## config.mk

```make
export PLATFORM = sky130hd
export DESIGN_NAME = hazard_ctrl
export DESIGN_NICKNAME = d
export VERILOG_FILES = /design/src/rtl/hazard_ctrl.sv
export SDC_FILE = /design/constraint.sdc
export NUM_CORES = 1
export LEC_CHECK = 0
export ABC_AREA = 1
export CORE_MARGIN = 2
export CORE_UTILIZATION = 44
export DETAILED_ROUTE_END_ITERATION = 8
export PLACE_DENSITY = 0.7
export SLEW_MARGIN = 15
export SYNTH_ARGS = -nofsm -noshare
export SYNTH_HDL_FRONTEND = slang
export SYNTH_SLANG_ARGS = --single-unit
```

## constraint.sdc

```tcl
create_clock -name clk_i -period 1.8 [get_ports clk_i]
set_input_delay 0.45 -clock clk_i [delete_from_list [all_inputs] [get_ports clk_i]]
set_output_delay 0.45 -clock clk_i [all_outputs]
set_load 0.01 [all_outputs]
```

## src/rtl/hazard_ctrl.sv

```systemverilog
// Hazard and forwarding controller for the 5-stage pipeline: EX operand forwarding selects,
// load-use / branch / data-memory-wait stall and flush controls. Optional macro: HAZARD_TIMEOUT_EN.
module hazard_ctrl #(
  parameter int REG_AW         = 5,
  parameter int TIMEOUT_CYCLES = 16
) (
  input  logic              clk_i,
  input  logic              rst_i,
  input  logic              id_valid_i,
  input  logic [REG_AW-1:0] id_rs1_i,
  input  logic [REG_AW-1:0] id_rs2_i,
  input  logic [REG_AW-1:0] id_rd_i,
  input  logic              id_regwrite_i,
  input  logic              id_memread_i,
  input  logic              ex_branch_taken_i,
  input  logic              mem_req_i,
  input  logic              mem_ready_i,
  output logic [1:0]        fwd_a_o,
  output logic [1:0]        fwd_b_o,
  output logic              stall_if_o,
  output logic              stall_id_o,
  output logic              stall_ex_o,
  output logic              stall_mem_o,
  output logic              flush_id_o,
  output logic              flush_ex_o,
  output logic              mem_timeout_o
);

  typedef enum logic {
    ST_IDLE,
    ST_WAIT
  } mem_state_t;

  localparam logic [1:0] FWD_RF  = 2'b00;
  localparam logic [1:0] FWD_WB  = 2'b01;
  localparam logic [1:0] FWD_MEM = 2'b10;

  if (TIMEOUT_CYCLES < 1) begin : g_bad_timeout
    $error("hazard_ctrl: TIMEOUT_CYCLES must be at least 1");
  end

  mem_state_t r_state;
  mem_state_t w_state_nxt;
  logic       w_mem_stall;
  logic       w_timeout;

  logic              r_ex_valid;
  logic [REG_AW-1:0] r_ex_rs1;
  logic [REG_AW-1:0] r_ex_rs2;
  logic [REG_AW-1:0] r_ex_rd;
  logic              r_ex_regwrite;
  logic              r_ex_memread;

  logic              r_mem_valid;
  logic [REG_AW-1:0] r_mem_rd;
  logic              r_mem_regwrite;

  logic              r_wb_valid;
  logic [REG_AW-1:0] r_wb_rd;
  logic              r_wb_regwrite;

  logic       w_load_use;
  logic       w_mem_fwd_ok;
  logic       w_wb_fwd_ok;
  logic [1:0] w_fwd_a;
  logic [1:0] w_fwd_b;
  logic       w_stall_front;
  logic       w_stall_back;
  logic       w_flush_id;
  logic       w_flush_ex;

`ifdef HAZARD_TIMEOUT_EN
  localparam int CNT_W = (TIMEOUT_CYCLES < 2) ? 1 : $clog2(TIMEOUT_CYCLES + 1);
  localparam logic [CNT_W-1:0] CNT_LAST = CNT_W'(TIMEOUT_CYCLES - 1);

  logic [CNT_W-1:0] r_wait_cnt;

  assign w_timeout = (r_state == ST_WAIT) && !mem_ready_i && (r_wait_cnt == CNT_LAST);

  // Cycle count of the current memory wait, restarted whenever a new wait begins.
  always_ff @(posedge clk_i) begin
    if (rst_i) begin
      r_wait_cnt <= '0;
    end else if (r_state == ST_IDLE && w_state_nxt == ST_WAIT) begin
      r_wait_cnt <= '0;
    end else if (r_state == ST_WAIT && !mem_ready_i && !w_timeout) begin
      r_wait_cnt <= r_wait_cnt + 1'b1;
    end
  end
`else
  assign w_timeout = 1'b0;
`endif

  always_ff @(posedge clk_i) begin
    if (rst_i) begin
      r_state <= ST_IDLE;
    end else begin
      r_state <= w_state_nxt;
    end
  end

  always_comb begin
    w_state_nxt = r_state;
    w_mem_stall = 1'b0;
    case (r_state)
      ST_IDLE: begin
        if (mem_req_i && !mem_ready_i) begin
          w_mem_stall = 1'b1;
          w_state_nxt = ST_WAIT;
        end
      end
      ST_WAIT: begin
        if (mem_ready_i || w_timeout) begin
          w_state_nxt = ST_IDLE;
        end else begin
          w_mem_stall = 1'b1;
        end
      end
      default: begin
        w_state_nxt = ST_IDLE;
      end
    endcase
  end

  assign w_load_use = r_ex_valid && r_ex_memread && (r_ex_rd != '0) && id_valid_i &&
                      ((r_ex_rd == id_rs1_i) || (r_ex_rd == id_rs2_i));

  // Memory wait dominates everything; a taken branch discards the younger load-use consumer.
  always_comb begin
    w_stall_front = 1'b0;
    w_stall_back  = 1'b0;
    w_flush_id    = 1'b0;
    w_flush_ex    = 1'b0;
    if (w_mem_stall) begin
      w_stall_front = 1'b1;
      w_stall_back  = 1'b1;
    end else if (ex_branch_taken_i) begin
      w_flush_id = 1'b1;
      w_flush_ex = 1'b1;
    end else if (w_load_use) begin
      w_stall_front = 1'b1;
      w_flush_ex    = 1'b1;
    end
  end

  // Bubbles clear their register fields too, so an empty EX slot never matches a producer.
  always_ff @(posedge clk_i) begin
    if (rst_i) begin
      r_ex_valid     <= 1'b0;
      r_ex_rs1       <= '0;
      r_ex_rs2       <= '0;
      r_ex_rd        <= '0;
      r_ex_regwrite  <= 1'b0;
      r_ex_memread   <= 1'b0;
      r_mem_valid    <= 1'b0;
      r_mem_rd       <= '0;
      r_mem_regwrite <= 1'b0;
      r_wb_valid     <= 1'b0;
      r_wb_rd        <= '0;
      r_wb_regwrite  <= 1'b0;
    end else if (!w_mem_stall) begin
      r_wb_valid     <= r_mem_valid;
      r_wb_rd        <= r_mem_rd;
      r_wb_regwrite  <= r_mem_regwrite;
      r_mem_valid    <= r_ex_valid;
      r_mem_rd       <= r_ex_rd;
      r_mem_regwrite <= r_ex_regwrite;
      if (w_flush_ex || !id_valid_i) begin
        r_ex_valid    <= 1'b0;
        r_ex_rs1      <= '0;
        r_ex_rs2      <= '0;
        r_ex_rd       <= '0;
        r_ex_regwrite <= 1'b0;
        r_ex_memread  <= 1'b0;
      end else begin
        r_ex_valid    <= 1'b1;
        r_ex_rs1      <= id_rs1_i;
        r_ex_rs2      <= id_rs2_i;
        r_ex_rd       <= id_rd_i;
        r_ex_regwrite <= id_regwrite_i;
        r_ex_memread  <= id_memread_i;
      end
    end
  end

  assign w_mem_fwd_ok = r_mem_valid && r_mem_regwrite && (r_mem_rd != '0);
  assign w_wb_fwd_ok  = r_wb_valid && r_wb_regwrite && (r_wb_rd != '0);

  // The younger producer in MEM wins over WB when both wrote the same register.
  always_comb begin
    w_fwd_a = FWD_RF;
    w_fwd_b = FWD_RF;
    if (w_mem_fwd_ok && (r_mem_rd == r_ex_rs1)) begin
      w_fwd_a = FWD_MEM;
    end else if (w_wb_fwd_ok && (r_wb_rd == r_ex_rs1)) begin
      w_fwd_a = FWD_WB;
    end
    if (w_mem_fwd_ok && (r_mem_rd == r_ex_rs2)) begin
      w_fwd_b = FWD_MEM;
    end else if (w_wb_fwd_ok && (r_wb_rd == r_ex_rs2)) begin
      w_fwd_b = FWD_WB;
    end
  end

  assign fwd_a_o       = rst_i ? FWD_RF : w_fwd_a;
  assign fwd_b_o       = rst_i ? FWD_RF : w_fwd_b;
  assign stall_if_o    = !rst_i && w_stall_front;
  assign stall_id_o    = !rst_i && w_stall_front;
  assign stall_ex_o    = !rst_i && w_stall_back;
  assign stall_mem_o   = !rst_i && w_stall_back;
  assign flush_id_o    = !rst_i && w_flush_id;
  assign flush_ex_o    = !rst_i && w_flush_ex;
  assign mem_timeout_o = !rst_i && w_timeout;

endmodule
```

* Word level (Yosys, flattened, before mapping)
Index checks and enable logic that the tools add are counted.
** Storage, ports and cells
- Output and inout port bits :: 11
- Word-level logic and storage cells :: 68
- Input port bits :: 23
- Bits in registers :: 33
** Cells by class
- Bitwise operators :: 1
- Eq/ne operators :: 6
- Reductions and logical operators :: 25
- Muxes and demuxes :: 23
** Operators with widths (number)
- == test 5 bit :: 6
- logical AND 1 bit :: 17
- 2-to-1 mux 1 bit :: 15
- 2-to-1 mux 5 bit :: 3
- nonzero test 5 bit :: 3
- 2-to-1 mux 2 bit :: 4
- logical NOT 1 bit :: 3
- logical OR 1 bit :: 2
- one-hot mux 1 bit (2 select lines) :: 1
- NOT 1 bit :: 1

* Depth between registers and ports, before layout
Gate-level depths: netlist of run 1.
- Depth after elaboration :: 9
- Gate-level depth with buffers :: 10

* Worst setup path after synthesis of run 1
No wires, ideal clock.
- Path kind :: input to output
- Start :: input port id_rs2_i[3]
- End :: output port stall_if_o
- Setup slack :: 54 ps
- Stages :: 10
- Path buffers :: 2
- Required time :: 1350 ps
- Data arrival time :: 1296 ps
- Cell sequence :: inv_1 nand2_1 nand2_1 nor2_1 nand3_1 nand2_1 nand2_2 buf_6 o21ai_2 buf_4
** Between the ends
- Longest elaborated chain between the ends :: 7
** RTL lines
- from (decl) :: line 11 : input logic [REG_AW-1:0] id_rs2_i,
- == test 5 bit :: line 126 : ((r_ex_rd == id_rs1_i) || (r_ex_rd == id_rs2_i));
- logical OR 1 bit :: line 126
- logical AND 1 bit :: line 125 : assign w_load_use = r_ex_valid && r_ex_memread && (r_ex_rd != '0) && id_valid_i &&
- 2-to-1 mux 1 bit :: line 140 : end else if (w_load_use) begin
- 2-to-1 mux 1 bit :: line 137 : end else if (ex_branch_taken_i) begin
- 2-to-1 mux 1 bit :: line 134 : if (w_mem_stall) begin
- logical AND 1 bit
- to (decl) :: line 20 : output logic stall_if_o,
Every way passes these cells.

* Worst setup path after layout of run 1
- Start :: register r_ex_rd[3]
- End :: output port stall_if_o
** Between the ends
- Longest elaborated chain between the ends :: 8
- Elaborated cells between the ends (all ways) :: 11
- Classes of those cells :: 2 x eq/ne; 3 x mux; 6 x reduce/logical
** RTL lines
- from (decl) :: line 50 : logic [REG_AW-1:0] r_ex_rd;
- from (signal assigned) :: line 179 : r_ex_rd <= id_rd_i;
- nonzero test 5 bit :: line 125
- logical AND 1 bit (2 in series) :: line 125
- logical AND 1 bit (*) :: line 125
- 2-to-1 mux 1 bit (*) :: line 140
- 2-to-1 mux 1 bit (*) :: line 137
- 2-to-1 mux 1 bit (*) :: line 134
- logical AND 1 bit (*) :: line 207 : assign stall_if_o = !rst_i && w_stall_front;
Every way passes the cells marked *; elsewhere a longest branch is shown, timed or not.

==> flow_summary.toml, run 1 <==
[outcome]
status = "finished with violations"
violations = "setup timing"

[synthesis]
yosys_warnings = 0
syn_nets = 268
seq_area_frac_synth_pct = 37.88
ys_seq_elements = 33
yosys.area_share.adder_pct = 0
syn_area_per_cell_um2 = 7.119
synthFlopType = "dfxtp_1"
netlist_instances = 245
synth-simple-area-share_pct = 33.29
synth_compound_gate_area_share_pct = 7.461
synth_top_family_by_area = "simple AND/OR/NAND/NOR gates"
netlist_area_mm2 = 0.001744
async_flop_share_pct = 0
synth_xor_area_share_pct = 8.537
muxShareOfSynthArea_pct = 0
synth.distinct_cells = 30
synth_edf_count = 0

[worst_setup_path]
rrSetupSlack_ns = 0.34
critical_path_depth = 9
r2r_cells = 9
crit_top_cell = "nand2_2"
worst_ep_arrival_time_ns = 1.50
critPathBufInv = 2
crit_fanout = 4
slowest_delay_ns = 0.38
crit_chain = "inv_4 > nand2_2 > nand2_2 > nor2_4 > nand3_2 > nand2_2 > nand2_4 > o21ai_2 > buf_2"
setup.worst_path.class = "reg -> out"
reg2reg_from = "r_state"
cp-startpoint = "r_ex_rd[3]"
crit_end = "stall_if_o"
startpoint_type = "register"
crit_family = "simple AND/OR/NAND/NOR gates"
worstSetupEndpointType = "output port"
r2r-end = "r_ex_rs2[4]"
required_ns = 1.35
cp_slowest_cell = "dfxtp_4"

[clocking]
clock_path_buffers = 2
cts_tree = "built"
ctsHoldBuffers = 0
cts.htree.levels = 2
numCtsBuffers = 5
clk_latency_ns = 0.30
clkTransAtPathRegs_ns = 0.07
cts_root_buffer = "clkbuf_8"
cts_sinks = 33

[timing]
fin_crit_sh_pct = 108.3
fmax_ghz = 0.5128
maxSlewViolCount = 0
timing.final.crit_period_ns = 1.950
hold_viol = 0
rsz0062_at_grt = "yes"
setup_ws_ns = -0.1502
setup_tns_ns = -0.7639
fin_skew_ns = 0.007982
setup_viol = 7

[routing]
viasPerCell = 5.006
ant_nets = 0
drtIter0Drc = 72
drc_errors = 0
wl_um = 4855
dr_total_vias = 1802
drt_pass1_iterations = 4
post_drt_wl_per_cell_um = 13.49

[floorplan]
ioPinCount = 34
start_util_pct = 46.59
core_mm2 = 0.003744
dieArea_mm2 = 0.004484
core.rowCount = 22
die_h_um = 66.96
die_x_um = 66.96

[finish]
final_cell_area_mm2 = 0.002623
multi_input_area_mm2 = 0.001040
regArea_um2 = 708.2
num-fill-cells = 304
diodes = 0
drive_gt1_share_pct = 41.35
fin_nets = 334
area_growth_pct = 50.36
finalNonFillerCells = 360

[placed_design]
place_congestion = 0.8244
placedCellCount = 347
place_area_mm2 = 0.002287
place_hpwl_um = 3317
portBuffers = 32

[grt]
antenna_found_initial = 0
grt_pass1_vias = 1626
groute.usage.overall_pct = 22.64
grt_max_degree = 19
grt_pass1_wl_um = 7424
overflow = 0

[power_and_ir_drop]
finalPower_mw = 1.764
cellPowerDensity_mw_per_mm2 = 672.5
p_leak_nw = 1.221
vdd_drop_max_uv = 422.6

[hold_path]
hold_start = "id_rs1_i[2]"
hold_path_class = "in -> reg"

[job]
cap_viol_max_count = 0
==> registers in the layout, indices dropped and copies added, names as in the netlist <==
signal / cells
r_ex_memread: 1
r_ex_rd: 5
r_ex_regwrite: 1
r_ex_rs1: 5
r_ex_rs2: 5
r_ex_valid: 1
r_mem_rd: 5
r_mem_regwrite: 1
r_mem_valid: 1
r_state: 1
r_wb_rd: 5
r_wb_regwrite: 1
r_wb_valid: 1
==> worst reg2reg max path, delay by kind of cell (launching register included) <==
family,cells,cell delay [ns]
AND/OR/NAND/NOR,6,0.78
flip-flops,1,0.30
buffers and inverters,3,0.33
==> cell type report <==
| cell class | count | area share (%) |
|---|---|---|
| Timing Repair Buffer | 71 | 21.47 |
| Multi-Input combinational cell | 166 | 39.65 |
| Sequential cell | 33 | 27.00 |
| Inverter | 34 | 5.153 |
| Tap cell | 48 | 2.290 |
| Clock buffer | 7 | 3.292 |
| Clock inverter | 1 | 1.145 |
==> cells in the final DEF, fill, tap and decap left out, types with 4 or more instances in the layout <==
cell type        netlist  layout
buf_2                  5       9
nor3_2                 0       4
xnor2_2                0       7
clkbuf_8               0       6
nand4_1               21      21
clkdlybuf4s50_1        0       9
xnor2_1               11       4
nand2_1               70      64
dfxtp_4                0       9
inv_1                 28      23
inv_2                  5       7
xor2_1                 6       5
dfxtp_1               33      13
buf_4                  3      35
dfxtp_2                0      11
o22ai_1               10      10
nand2_2                1       6
o21ai_0                6       6
nand3_2                1       6
buf_6                  4       5
nor2_4                 1       4
nor2_1                13       9
dlygate4sd2_1          0       6
==> cell usage after synthesis, types with 4 or more instances <==
master	count	share of area, %
buf_6	4	2.6
nand3_1	8	2.3
inv_2	5	1.1
nor3_1	5	1.4
nand2_1	70	15
buf_2	5	1.4
inv_1	28	6.0
xnor2_1	11	5.5
o21ai_0	6	1.7
o22ai_1	10	3.6
xor2_1	6	3.0
nand4_1	21	7.5
dfxtp_1	33	38
nor2_1	13	2.8
==> cell families (layout without fill, tap and decap cells) <==
family	Yosys count	after routing
AND/OR/NAND/NOR	126	126
AO/OA/AOI/OAI	22	22
other	1	1
buffers and inverters	46	113
XOR/XNOR	17	17
flip-flops	33	33
==> per-layer routing <==
metal  track usage (%)  up-vias  part of all wire, %
met2             36.88       31                   49
li1                  -      928                    -
met4             6.888        0                  1.3
met3             6.419        5                  3.8
met1             28.84      838                   46
met5                 0        -                    0
==> worst min-delay path by stage <==
stage	endpoint	slack, ns	cells past startpoint
after floorplan	r_ex_memread	0.43	2
after global placement	r_ex_memread	0.44	2
after detailed placement	r_ex_memread	0.45	2
after CTS	r_ex_memread	0.46	2
after global routing	r_ex_rs1[2]	0.44	3
final	r_ex_rs1[2]	0.43	3
==> power by group <==
group          switching, mW  internal (mW)  leakage, nW
Combinational          0.134          0.130        0.882
Clock                  0.286          0.451       0.0585
Sequential            0.0234          0.740        0.280
Total                  0.443           1.32         1.22
==> what timing repair did <==
item,CTS,global route
gates resized for setup,92,51
setup endpoints to repair,10,7
cloned,0,0
pin swaps,12,19
buffers inserted,4,1
==> per-stage QoR <==
step | hold slack, ns | utilization, % | setup slack, ns
final | 0.4317 | 70.05 | -0.1502
after detailed placement | 0.4459 | 61.10 | -0.8595
after global placement | 0.4399 | 61.10 | -0.8228
after global routing | 0.4412 | 70.05 | -0.2279
after floorplan | 0.4269 | - | 0.05435
after CTS | 0.4574 | 65.41 | -0.1445
Power figures use the tool's default switching activity.
==> run 2, diff against run 1 <==
Settings changed: SKIP_LAST_GASP set to 1.
==> flow_summary.toml, run 2 (synthesis gave the netlist of run 1 again) <==
[outcome]
status = "finished with violations"
violations = "setup timing"

[timing]
setup_viol = 7
fin_skew_ns = 0.009139
fin_crit_sh_pct = 108.5
fmax_ghz = 0.5122
hold_viol = 0
setup_tns_ns = -0.7991
timing.final.crit_period_ns = 1.952
maxSlewViolCount = 0
rsz0062_at_grt = "yes"
setup_ws_ns = -0.1522

[worst_setup_path]
crit_top_cell = "nand2_2"
slowest_delay_ns = 0.38
crit_end = "stall_if_o"
crit_fanout = 4
r2r-end = "r_ex_rs1[3]"
worst_ep_arrival_time_ns = 1.50
required_ns = 1.35
worstSetupEndpointType = "output port"
reg2reg_from = "r_state"
rrSetupSlack_ns = 0.35
startpoint_type = "register"
cp_slowest_cell = "dfxtp_4"
cp-startpoint = "r_ex_rd[3]"
setup.worst_path.class = "reg -> out"
crit_chain = "inv_4 > nand2_2 > nand2_2 > nor2_4 > nand3_2 > nand2_2 > nand2_4 > o21ai_2 > buf_2"
r2r_cells = 9

[clocking]
cts.htree.levels = 2
clkTransAtPathRegs_ns = 0.07
cts_sinks = 33
cts_root_buffer = "clkbuf_8"
numCtsBuffers = 5
clock_path_buffers = 2
cts_tree = "built"
clk_latency_ns = 0.30

[grt]
overflow = 0
grt_pass1_wl_um = 7424
groute.usage.overall_pct = 22.64
antenna_found_initial = 0
grt_max_degree = 19
grt_pass1_vias = 1626

[power_and_ir_drop]
vdd_drop_max_uv = 433.1
p_seq_share_pct = 43.5
pwr-share-comb_pct = 14.5
cellPowerDensity_mw_per_mm2 = 689.7
p_leak_nw = 1.198
swShare_pct = 24.95
intPower_mw = 1.317
pwr-share-clk_pct = 42.0
power.switching_uw = 437.9
finalPower_mw = 1.755

[routing]
wl_um = 4681
ant_nets = 0
drc_errors = 0
drt_pass1_iterations = 4
drtIter0Drc = 64
post_drt_wl_per_cell_um = 13.00
dr_total_vias = 1778
viasPerCell = 4.939

[finish]
diodes = 0
num-fill-cells = 316
fin_nets = 334
drive_gt1_share_pct = 36.86
area_growth_pct = 45.91
layout_common_cells = "nand2_1, buf_4, inv_1"
final_cell_area_mm2 = 0.002545
layout_commonest_cell = "nand2_1"

[floorplan]
ioPinCount = 34
start_util_pct = 46.59
dieArea_mm2 = 0.004484
die_h_um = 66.96
core_mm2 = 0.003744
die_x_um = 66.96
core.rowCount = 22

[placed_design]
place_ws_ns = -0.8595
portBuffers = 32
place_area_mm2 = 0.002287
place_congestion = 0.8244
place_hpwl_um = 3317

[job]
cap_viol_max_count = 0

[hold_path]
hold_path_class = "in -> reg"
## run 2: how the worst min path moves through the flow
stage	depth (start not counted)	slack (ns)	from	endpoint
after floorplan	2	0.43	r_ex_memread	r_ex_memread
after global placement	2	0.44	r_ex_memread	r_ex_memread
after detailed placement	2	0.45	r_ex_memread	r_ex_memread
after CTS	2	0.46	r_ex_memread	r_ex_memread
after global routing	3	0.44	id_rs1_i[2]	r_ex_rs1[2]
final	3	0.43	id_rs1_i[2]	r_ex_rs1[2]
## run 2: routing by layer
metal	wire length, um	GRT usage, %
met5	0	0
met1	2125	28.84
met4	65	6.888
met3	204	6.419
met2	2285	36.88
## run 2: layout make-up
class	instances	area [um2]	area share (%)
Clock buffer	7	86.33	3.392
Multi-Input combinational cell	166	975.9	38.35
Timing Repair Buffer	71	559.3	21.98
Tap cell	48	60.06	2.360
Clock inverter	1	30.03	1.180
Inverter	34	135.1	5.310
Sequential cell	33	698.2	27.43
## run 2: power by group through the flow
stage,registers [mW],logic [mW],clock network (mW)
2_1_floorplan,0.779,0.124,0
3_3_place_gp,0.783,0.236,0
3_5_place_dp,0.783,0.238,0
4_1_cts,0.765,0.239,0.739
5_1_grt,0.765,0.280,0.773
6_report,0.763,0.255,0.737
## run 2: metrics by stage
stage | utilization (%) | hold WS, ns | instances
after floorplan | - | 0.4269 | 245
after global placement | 61.10 | 0.4399 | 347
after detailed placement | 61.10 | 0.4459 | 347
after CTS | 65.31 | 0.4574 | 359
after global routing | 67.98 | 0.4412 | 360
final | 67.98 | 0.4316 | 360
## run 2: critical path, delay by kind of cell (launching register included)
family,cells,cell delay (ns)
and+or+nand+nor,6,0.48
buffers and inverters,2,0.19
AOI/OAI and AO/OA,1,0.14
DFF,1,0.38
## run 2: what timing repair did
action | in CTS | in global routing
pin swaps | 12 | 14
hold buffers | 0 | 0
buffers inserted | 4 | 1
resized for setup | 91 | 34
endpoints found under the setup margin | 10 | 7
==> run 3, diff against run 2 <==
Settings changed: CORE_ASPECT_RATIO set to 1.75, SLEW_MARGIN 15 to not set.
==> flow_summary.toml, run 3 (synthesis gave the netlist of run 1 again) <==
[outcome]
status = "finished with violations"
violations = "setup timing"

[timing]
fmax_ghz = 0.5171
setup_viol = 7
hold_viol = 0
timing.final.crit_period_ns = 1.934
maxSlewViolCount = 0
setup_tns_ns = -0.6926
fin_crit_sh_pct = 107.4
setup_ws_ns = -0.1338
fin_skew_ns = 0.003688
rsz0062_at_grt = "yes"

[floorplan]
die_x_um = 51.60
start_util_pct = 45.56
core.rowCount = 30
dieArea_mm2 = 0.004504
die_h_um = 87.29
core_mm2 = 0.003829
ioPinCount = 34

[routing]
post_drt_wl_per_cell_um = 12.48
maxUsedRoutingLayer = "met4"
met2_length_um = 2434
wl_met3_um = 127
wl_met1_um = 1732
dr_total_vias = 1789
ant_nets = 0
drtIter0Drc = 18
wl_um = 4529
drt_pass1_iterations = 4
drc_errors = 0
viasPerCell = 4.928

[clocking]
clkTransAtPathRegs_ns = 0.06
cts.htree.levels = 2
clock_path_buffers = 2
clk_latency_ns = 0.28
cts_sinks = 33
cts_root_buffer = "clkbuf_8"
cts_tree = "built"
numCtsBuffers = 5

[finish]
final_core_util_pct = 66.14
area_growth_pct = 45.19
layout_common_cells = "nand2_1, buf_4, inv_1"
final_cell_area_mm2 = 0.002532
layout_commonest_cell = "nand2_1"
diodes = 0
fin_nets = 337
drive_gt1_share_pct = 37.46

[power_and_ir_drop]
intPower_mw = 1.139
power.switching_uw = 404.9
pwr-share-comb_pct = 16.5
p_leak_nw = 1.203
p_seq_share_pct = 49.5
finalPower_mw = 1.544
vdd_drop_max_uv = 615.1
pwr-share-clk_pct = 33.9
swShare_pct = 26.23
cellPowerDensity_mw_per_mm2 = 609.6

[hold_path]
hold_start = "id_rs1_i[2]"
hold_path_class = "in -> reg"
holdPathStages = 3

[worst_setup_path]
startpoint_type = "register"
worst_ep_arrival_time_ns = 1.48
required_ns = 1.35
crit_fanout = 4
cp-startpoint = "r_ex_rd[2]"
setup.worst_path.class = "reg -> out"
worstSetupEndpointType = "output port"
r2r_cells = 9
reg2reg_from = "r_state"

[grt]
groute.usage.overall_pct = 21.83
overflow = 0
grt_max_degree = 19
antenna_found_initial = 0
grt_pass1_wl_um = 7272
grt_pass1_vias = 1711

[placed_design]
place_congestion = 0.8181
portBuffers = 32
place_hpwl_um = 3403
place_area_mm2 = 0.002317

[job]
cap_viol_max_count = 0
[run 3: power by group through the flow]
stage | combinational, mW | clock (mW) | sequential [mW]
final | 0.255 | 0.524 | 0.765
after global routing | 0.280 | 0.564 | 0.767
after detailed placement | 0.244 | 0 | 0.783
after global placement | 0.243 | 0 | 0.782
after floorplan | 0.124 | 0 | 0.779
after CTS | 0.242 | 0.541 | 0.767
[run 3: routing by layer]
metal | global-route usage [%] | up-vias
met5 | 0 | -
met4 | 12.92 | 0
met3 | 3.608 | 18
met2 | 40.21 | 39
met1 | 22.10 | 805
li1 | - | 927
[run 3: critical path: stages (launching register included)]
cell and delay (ns):
dfxtp_2 0.35, inv_2 0.05, nand2_1 0.05, nand2_1 0.06
nor2_2 0.17, nand3_1 0.09, nand2_1 0.08, nand2_2 0.07
o21ai_2 0.14, buf_2 0.15
[run 3: per-stage QoR]
step,instances,setup WS (ns),hold slack (ns)
after floorplan,245,0.05435,0.4269
after CTS,362,-0.1352,0.4511
final,363,-0.1338,0.4308
after detailed placement,351,-0.9114,0.4513
after global routing,363,-0.2623,0.4505
after global placement,351,-0.8953,0.4408
[run 3: final timing paths]
kind                            slack (ns)            end
worst max-delay path                 -0.13     stall_id_o
worst min register to register        0.46  r_ex_regwrite
worst max register to register        0.31    r_ex_rs2[3]
worst min-delay path                  0.43    r_ex_rs1[2]
[run 3: cell type report]
class | count | area [um2]
clock buffers | 6 | 72.57
clock inverters | 2 | 10.01
fillers | 364 | 1296
inverters | 34 | 127.6
multi-input cells | 166 | 978.4
flip-flops and latches | 33 | 694.4
well taps | 48 | 60.06
repair buffers | 74 | 589.3
[run 3: timing repair]
item                       CTS  global route
gates resized for setup    104            17
pin swaps                   19            15
hold buffers                 0             0
setup buffers                3             1
setup endpoints to repair   10            10
